$ cat src/rtl/cpu_ctrl_pkg.sv
// Shared encodings for the CPU run/step sequencer: FSM states, display
// source indices and the display-rotation helper.
package cpu_ctrl_pkg;

  localparam int DATA_W   = 32;
  localparam int DISP_NUM = 5;

  localparam logic [1:0] S_RST  = 2'd0;
  localparam logic [1:0] S_RUN  = 2'd1;
  localparam logic [1:0] S_HOLD = 2'd2;

  localparam logic [2:0] DISP_TOTAL  = 3'd0;
  localparam logic [2:0] DISP_UNCOND = 3'd1;
  localparam logic [2:0] DISP_COND   = 3'd2;
  localparam logic [2:0] DISP_BUBBLE = 3'd3;
  localparam logic [2:0] DISP_LED    = 3'd4;

  typedef logic [2:0] disp_idx_t;

  function automatic disp_idx_t disp_next(input disp_idx_t idx);
    return (idx == DISP_LED) ? DISP_TOTAL : idx + 3'd1;
  endfunction

endpackage

$ cat src/rtl/cpu_run_ctrl_if.sv
// Board-side bundle of the run controller: buttons, display controls, CPU
// statistics in, CPU reset/go and display bus out.
interface cpu_run_ctrl_if;
  import cpu_ctrl_pkg::*;

  logic              btn_go;
  logic              btn_reset;
  logic              auto_rot;
  logic [2:0]        disp_sel_in;
  logic [DATA_W-1:0] total_cycles;
  logic [DATA_W-1:0] uncondi_branch_num;
  logic [DATA_W-1:0] condi_branch_num;
  logic [DATA_W-1:0] bubble_num;
  logic [DATA_W-1:0] led_data_in;
  logic              cpu_rst;
  logic              cpu_go;
  logic [DATA_W-1:0] disp_value;
  logic [2:0]        disp_idx;

  modport master (
    input  btn_go, btn_reset, auto_rot, disp_sel_in,
    input  total_cycles, uncondi_branch_num, condi_branch_num, bubble_num, led_data_in,
    output cpu_rst, cpu_go, disp_value, disp_idx
  );

  modport slave (
    output btn_go, btn_reset, auto_rot, disp_sel_in,
    output total_cycles, uncondi_branch_num, condi_branch_num, bubble_num, led_data_in,
    input  cpu_rst, cpu_go, disp_value, disp_idx
  );

endinterface

$ cat src/rtl/btn_debounce.sv
// Two-flop synchroniser plus level debouncer for one raw board button;
// emits a one-cycle press pulse on each accepted 0->1 transition.
module btn_debounce #(
  parameter logic [19:0] DEBOUNCE_CYCLES = 20'd500000
) (
  input  logic clk,
  input  logic rst,
  input  logic raw,
  output logic level,
  output logic press
);

  logic        sync_p0;
  logic        sync_p1;
  logic [19:0] cnt;

  always_ff @(posedge clk or negedge rst) begin
    if (!rst) begin
      sync_p0 <= 1'b0;
      sync_p1 <= 1'b0;
      level   <= 1'b0;
      press   <= 1'b0;
      cnt     <= '0;
    end else begin
      sync_p0 <= raw;
      // sync_p1 is the first flop safe to use in logic
      sync_p1 <= sync_p0;
      press   <= 1'b0;
      if (sync_p1 == level) begin
        cnt <= '0;
      end else if (cnt == DEBOUNCE_CYCLES - 20'd1) begin
        level <= sync_p1;
        press <= sync_p1;
        cnt   <= '0;
      end else begin
        cnt <= cnt + 20'd1;
      end
    end
  end

endmodule

$ cat src/rtl/cpu_run_ctrl.sv
// Run/step sequencer for the pipeline CPU: stretched CPU reset, go pulse for
// stepping past syscall halts, and a time-multiplexed statistics display.
module cpu_run_ctrl
  import cpu_ctrl_pkg::*;
#(
  parameter logic [19:0] DEBOUNCE_CYCLES = 20'd500000,
  parameter logic [7:0]  RST_STRETCH     = 8'd16,
  parameter logic [23:0] DISP_PERIOD     = 24'd5000000
) (
  input logic            clk,
  input logic            rst,
  cpu_run_ctrl_if.master bus
);

  logic go_press;
  logic rst_press;
  logic go_level;
  logic rst_level;
  logic unused_levels;

  btn_debounce #(.DEBOUNCE_CYCLES(DEBOUNCE_CYCLES)) u_go_btn (
    .clk   (clk),
    .rst   (rst),
    .raw   (bus.btn_go),
    .level (go_level),
    .press (go_press)
  );

  btn_debounce #(.DEBOUNCE_CYCLES(DEBOUNCE_CYCLES)) u_rst_btn (
    .clk   (clk),
    .rst   (rst),
    .raw   (bus.btn_reset),
    .level (rst_level),
    .press (rst_press)
  );

  assign unused_levels = go_level ^ rst_level;

  logic [1:0] state;
  logic [7:0] stretch_cnt;
  logic       go_q;

  // A simultaneous go+reset detours through S_HOLD so reset always wins.
  always_ff @(posedge clk or negedge rst) begin
    if (!rst) begin
      state       <= S_RST;
      stretch_cnt <= '0;
      go_q        <= 1'b0;
    end else begin
      go_q <= 1'b0;
      case (state)
        S_RST: begin
          if (rst_press) begin
            stretch_cnt <= '0;
          end else if (stretch_cnt == RST_STRETCH - 8'd1) begin
            state       <= S_RUN;
            stretch_cnt <= '0;
          end else begin
            stretch_cnt <= stretch_cnt + 8'd1;
          end
        end
        S_RUN: begin
          if (rst_press && go_press) begin
            state <= S_HOLD;
          end else if (rst_press) begin
            state       <= S_RST;
            stretch_cnt <= '0;
          end else begin
            go_q <= go_press;
          end
        end
        default: begin
          state       <= S_RST;
          stretch_cnt <= '0;
        end
      endcase
    end
  end

  assign bus.cpu_rst = (state != S_RUN);
  assign bus.cpu_go  = go_q;

  logic [23:0]       rot_cnt;
  disp_idx_t         disp_idx_p0;
  logic [DATA_W-1:0] disp_value_p1;
  logic [DATA_W-1:0] sel_value;

  always_comb begin
    sel_value = bus.total_cycles;
    case (disp_idx_p0)
      DISP_UNCOND: sel_value = bus.uncondi_branch_num;
      DISP_COND:   sel_value = bus.condi_branch_num;
      DISP_BUBBLE: sel_value = bus.bubble_num;
      DISP_LED:    sel_value = bus.led_data_in;
      default:     sel_value = bus.total_cycles;
    endcase
  end

  // Stage p0: source index; stage p1: selected value, one cycle behind.
  always_ff @(posedge clk or negedge rst) begin
    if (!rst) begin
      rot_cnt       <= '0;
      disp_idx_p0   <= DISP_TOTAL;
      disp_value_p1 <= '0;
    end else begin
      disp_value_p1 <= sel_value;
      if (bus.auto_rot) begin
        if (rot_cnt == DISP_PERIOD - 24'd1) begin
          rot_cnt     <= '0;
          disp_idx_p0 <= disp_next(disp_idx_p0);
        end else begin
          rot_cnt <= rot_cnt + 24'd1;
        end
      end else begin
        rot_cnt <= '0;
        if (bus.disp_sel_in <= DISP_LED) begin
          disp_idx_p0 <= bus.disp_sel_in;
        end
      end
    end
  end

  assign bus.disp_idx   = disp_idx_p0;
  assign bus.disp_value = disp_value_p1;

endmodule

$ cat src/flat_wrapper.sv
// flat-port wrapper written by rule: the top's interface ports become plain ports
module cpu_run_ctrl_flat import cpu_ctrl_pkg::*;
#(
  parameter logic [19:0] DEBOUNCE_CYCLES = 20'd500000,
  parameter logic [7:0]  RST_STRETCH     = 8'd16,
  parameter logic [23:0] DISP_PERIOD     = 24'd5000000
)
  (clk, rst, bus_btn_go, bus_btn_reset, bus_auto_rot, bus_disp_sel_in, bus_total_cycles, bus_uncondi_branch_num, bus_condi_branch_num, bus_bubble_num, bus_led_data_in, bus_cpu_rst, bus_cpu_go, bus_disp_value, bus_disp_idx);
  cpu_run_ctrl_if bus_i ();
  input logic clk;
  input logic rst;
  input wire logic [$bits(bus_i.btn_go)-1:0] bus_btn_go;
  input wire logic [$bits(bus_i.btn_reset)-1:0] bus_btn_reset;
  input wire logic [$bits(bus_i.auto_rot)-1:0] bus_auto_rot;
  input wire logic [$bits(bus_i.disp_sel_in)-1:0] bus_disp_sel_in;
  input wire logic [$bits(bus_i.total_cycles)-1:0] bus_total_cycles;
  input wire logic [$bits(bus_i.uncondi_branch_num)-1:0] bus_uncondi_branch_num;
  input wire logic [$bits(bus_i.condi_branch_num)-1:0] bus_condi_branch_num;
  input wire logic [$bits(bus_i.bubble_num)-1:0] bus_bubble_num;
  input wire logic [$bits(bus_i.led_data_in)-1:0] bus_led_data_in;
  output wire logic [$bits(bus_i.cpu_rst)-1:0] bus_cpu_rst;
  output wire logic [$bits(bus_i.cpu_go)-1:0] bus_cpu_go;
  output wire logic [$bits(bus_i.disp_value)-1:0] bus_disp_value;
  output wire logic [$bits(bus_i.disp_idx)-1:0] bus_disp_idx;
  assign bus_i.btn_go = bus_btn_go;
  assign bus_i.btn_reset = bus_btn_reset;
  assign bus_i.auto_rot = bus_auto_rot;
  assign bus_i.disp_sel_in = bus_disp_sel_in;
  assign bus_i.total_cycles = bus_total_cycles;
  assign bus_i.uncondi_branch_num = bus_uncondi_branch_num;
  assign bus_i.condi_branch_num = bus_condi_branch_num;
  assign bus_i.bubble_num = bus_bubble_num;
  assign bus_i.led_data_in = bus_led_data_in;
  assign bus_cpu_rst = bus_i.cpu_rst;
  assign bus_cpu_go = bus_i.cpu_go;
  assign bus_disp_value = bus_i.disp_value;
  assign bus_disp_idx = bus_i.disp_idx;
  cpu_run_ctrl #(.DEBOUNCE_CYCLES(DEBOUNCE_CYCLES), .RST_STRETCH(RST_STRETCH), .DISP_PERIOD(DISP_PERIOD)) u_core (.clk(clk), .rst(rst), .bus(bus_i));
endmodule
$ cat config.mk
export PLATFORM = sky130hd
export DESIGN_NAME = cpu_run_ctrl_flat
export DESIGN_NICKNAME = d
export VERILOG_FILES = /design/src/rtl/cpu_ctrl_pkg.sv /design/src/rtl/cpu_run_ctrl_if.sv /design/src/rtl/btn_debounce.sv /design/src/rtl/cpu_run_ctrl.sv /design/src/flat_wrapper.sv
export SDC_FILE = /design/constraint.sdc
export NUM_CORES = 1
export LEC_CHECK = 0
export ABC_AREA = 1
export BUFFER_PORTS_ARGS = -buffer_cell sky130_fd_sc_hd__buf_4
export CAP_MARGIN = 20
export CELL_PAD_IN_SITES_DETAIL_PLACEMENT = 1
export CELL_PAD_IN_SITES_GLOBAL_PLACEMENT = 1
export CORE_AREA = 2 2 131 197
export DETAILED_ROUTE_END_ITERATION = 10
export DIE_AREA = 0 0 133 199
export GPL_ROUTABILITY_DRIVEN = 0
export GPL_TIMING_DRIVEN = 0
export HOLD_SLACK_MARGIN = 0.05
export MAX_ROUTING_LAYER = met4
export PLACE_DENSITY_LB_ADDON = 0.25
export SLEW_MARGIN = 20
export SYNTH_ARGS = -nofsm -noshare
export SYNTH_HDL_FRONTEND = slang
export SYNTH_SLANG_ARGS = --single-unit
$ cat constraint.sdc
create_clock -name clk -period 2.55 [get_ports clk]
set_clock_uncertainty 0.05 [all_clocks]
set_input_delay 0.3825 -clock clk [delete_from_list [all_inputs] [get_ports clk]]
set_output_delay 0.3825 -clock clk [all_outputs]
set_load 0.03 [all_outputs]
==> key figures <==
Timing
  • Final setup violation count: 0
  • Final Hold Vio Count: 0
  • Fmax: 0.446 GHz
  • Tmin final: approximately 2200 ps
  • Unrepaired setup endpoints after global routing: false
  • Crit share post-route: 0.878
  • Worst relative slew slack: 0.560
  • Final hold slack: between 100 and 150 ps
  • Max-slew violations: 0
  • Worst slew pin tran: around 660 ps
  • Setup_tns: 0 ps

Synthesis
  • Synth Cell Area: between 6000 and 7000 um2
  • Synthesis Warnings: 0
  • Ys flop type: dfrtp_1
  • Async set-reset flop share out of synthesis: 1.00
  • Syn nets: roughly 1.1k
  • Number of synthesized register bits: roughly 120
  • Dominant cells by area after synthesis: dfrtp_1 43%, nand2_1 13%, nor2_1 10%
  • Syn avg cell area: a little over 7 um2
  • Synth area leader: dfrtp_1
  • Number of distinct library cells after synthesis: 35
  • Syn Inst Count: about 960
  • Most frequent cells after synthesis: 236 x nand2_1, 185 x nor2_1, 142 x inv_1
  • EDFF count, synth: 0
  • Register area share after synthesis: 0.429
  • Most frequent cell after synthesis: nand2_1
  • Yosys top cell area share: 0.429

Layout
  • Non-Filler Instances: between 1.5k and 2k
  • Fillers: around 3.2k
  • Final nets: between 1k and 1.5k
  • Finished Core Util: 0.381
  • Inserted Diodes: 0
  • Syn-to-layout area delta: 37.5%
  • Share of layout cells above drive strength 1: 0.235

Global routing
  • Largest net degree at the start of global routing: 83
  • Global-route wire length before repair: approximately 38000 um
  • Number of global-route vias before repair: approximately 7.5k
  • Total GRT Usage: 0.193
  • Antenna violations before repair: 0
  • Overflow after GRT: 0

Floorplan
  • Die width: about 130 um
  • Row cnt: 71
  • Core area: about 25000 um2
  • Die height: roughly 200 um
  • Initial Util: 0.277
  • I/O pins: between 200 and 250
  • Die ar.: approximately 26000 um2

Setup path
  • Critical path type: reg2reg
  • Critical Path Sink Type: flop
  • CP required: roughly 2800 ps
  • Crit Path Max Fanout: 10
  • WP data arrival: approximately 2500 ps
  • Worst reg2reg setup slack: 310 ps
  • Critical path startpoint category: flop

Clock network
  • Total CTS buffers: 17
  • TritonCTS clock tree: built
  • Clock Pin Slew Worst Setup and Hold Paths: ~60 ps
  • H-tree depth reported by CTS: 4
  • CTS Sinks: between 100 and 150
  • Max Buffers Root-to-Sink: 2
  • Root Driver: clkbuf_16
  • Clk_lat worst skew: approximately 430 ps

Route
  • DR vias: just under 7k
  • Via/cell ratio: about 4.5
  • Drt pass-1 iters: 4
  • Initial DRC count: between 200 and 250
  • Final wirelength: between 20000 and 25000 um
  • ANT nets after route: 0
  • Drt wl/cell: between 15 and 20 um
  • DR DRC count: 0

Run status
  • Status: finished clean

Power and ir drop
  • Pwr Total: approximately 6.6 mW
  • Leak pwr: 4.68 nW
  • Worst VDD drop: about 0.44 mV
  • Power per Cell Area: just under 700 nW/um2

Hold path
  • Hold WC Path Type: in2reg

Placement
  • Inst Count DP: between 1k and 1.5k
  • PortBufs: roughly 200
  • HPWL after detailed placement: 19400 um

Job
  • Max_cap viols: 0
## registers in the layout, indices dropped and copies added, names as in the netlist
| register | cells |
|---|---|
| u_core.u_go_btn.press | 1 |
| u_core.stretch_cnt | 8 |
| u_core.u_go_btn.sync_p1 | 1 |
| u_core.u_rst_btn.sync_p1 | 1 |
| u_core.u_rst_btn.press | 1 |
| u_core.u_go_btn.cnt | 20 |
| u_core.rot_cnt | 24 |
| u_core.state | 2 |
| u_core.bus.disp_idx | 3 |
| u_core.u_go_btn.level | 1 |
| u_core.bus.disp_value | 32 |
| u_core.u_rst_btn.level | 1 |
| u_core.bus.cpu_go | 1 |
| u_core.u_rst_btn.cnt | 20 |
| u_core.u_go_btn.sync_p0 | 1 |
| u_core.u_rst_btn.sync_p0 | 1 |
## area by class of cell
type	count	area, um2	area share
plain buffers	20	115	0.0122
clock inverters	14	130	0.0138
inverters	144	541	0.0572
well taps	328	410	0.0434
flip-flops and latches	118	2950	0.312
multi-input cells	679	3270	0.346
repair buffers	208	1600	0.169
clock buffers	18	439	0.0465
## cell families after synthesis
logic type | count (synthesis) | synth area share
compound gates | 89 | 0.0788
fa+ha+maj | 9 | 0.0164
xor+xnor | 30 | 0.0382
buf+inv | 164 | 0.0954
simple gates | 551 | 0.342
flops | 118 | 0.429
## placed cells by master, fill, tap and decap left out, types with 10 or more instances in the layout
| cell | count |
|---|---|
| nor2_1 | 185 |
| buf_4 | 204 |
| nand4_1 | 12 |
| nand3_1 | 71 |
| a211oi_1 | 31 |
| inv_1 | 142 |
| nand2_1 | 236 |
| nor3_1 | 14 |
| clkbuf_16 | 17 |
| xor2_1 | 27 |
| o21ai_0 | 42 |
| dfrtp_1 | 118 |
| buf_2 | 10 |
## stage by stage
stage / setup slack, ps / area, um2
final: 310 / 9450
after global routing: 118 / 9450
after CTS: 231 / 9450
after detailed placement: 238 / 8850
after global placement: 265 / 8820
after floorplan: 747 / 6880
## final timing paths
| kind | startpoint | to | depth (start not counted) |
|---|---|---|---|
| max | u_core.bus.disp_idx[0] | u_core.bus.disp_value[10] | 7 |
| min | bus_total_cycles[25] | u_core.bus.disp_value[25] | 3 |
| max reg2reg | u_core.bus.disp_idx[0] | u_core.bus.disp_value[10] | 7 |
| min reg2reg | u_core.u_go_btn.sync_p0 | u_core.u_go_btn.sync_p1 | 0 |
| max in group asynchronous | rst | u_core.bus.disp_value[4] | 3 |
| min in group asynchronous | rst | u_core.u_rst_btn.cnt[15] | 2 |
## critical path: stages (launching register included)
cell	delay (ps)
dfrtp_1	490
inv_1	110
ha_1	200
nand2_1	260
clkbuf_1	380
o21ai_0	140
a211oi_1	370
nand2_1	100
## where the power goes
| group | total (mW) | internal (mW) | switching (mW) |
|---|---|---|---|
| logic | 2.01 | 0.744 | 1.27 |
| registers | 2.22 | 2.12 | 0.101 |
| clock network | 2.32 | 1.37 | 0.956 |
## per-layer routing
metal,track usage,up-vias,part of all wire
li1,-,3445,-
met1,0.198,3308,0.38
met2,0.366,165,0.56
met3,0.0420,27,0.042
met4,0.0585,0,0.018
met5,-,-,0
## what timing repair did
item / 4_1_cts / 5_1_grt
gates resized for setup: 0 / 0
hold buffers: 3 / 0
endpoints found under the hold margin: 38 / 0
setup buffers: 0 / 0
(Power assumes the default switching activity.)
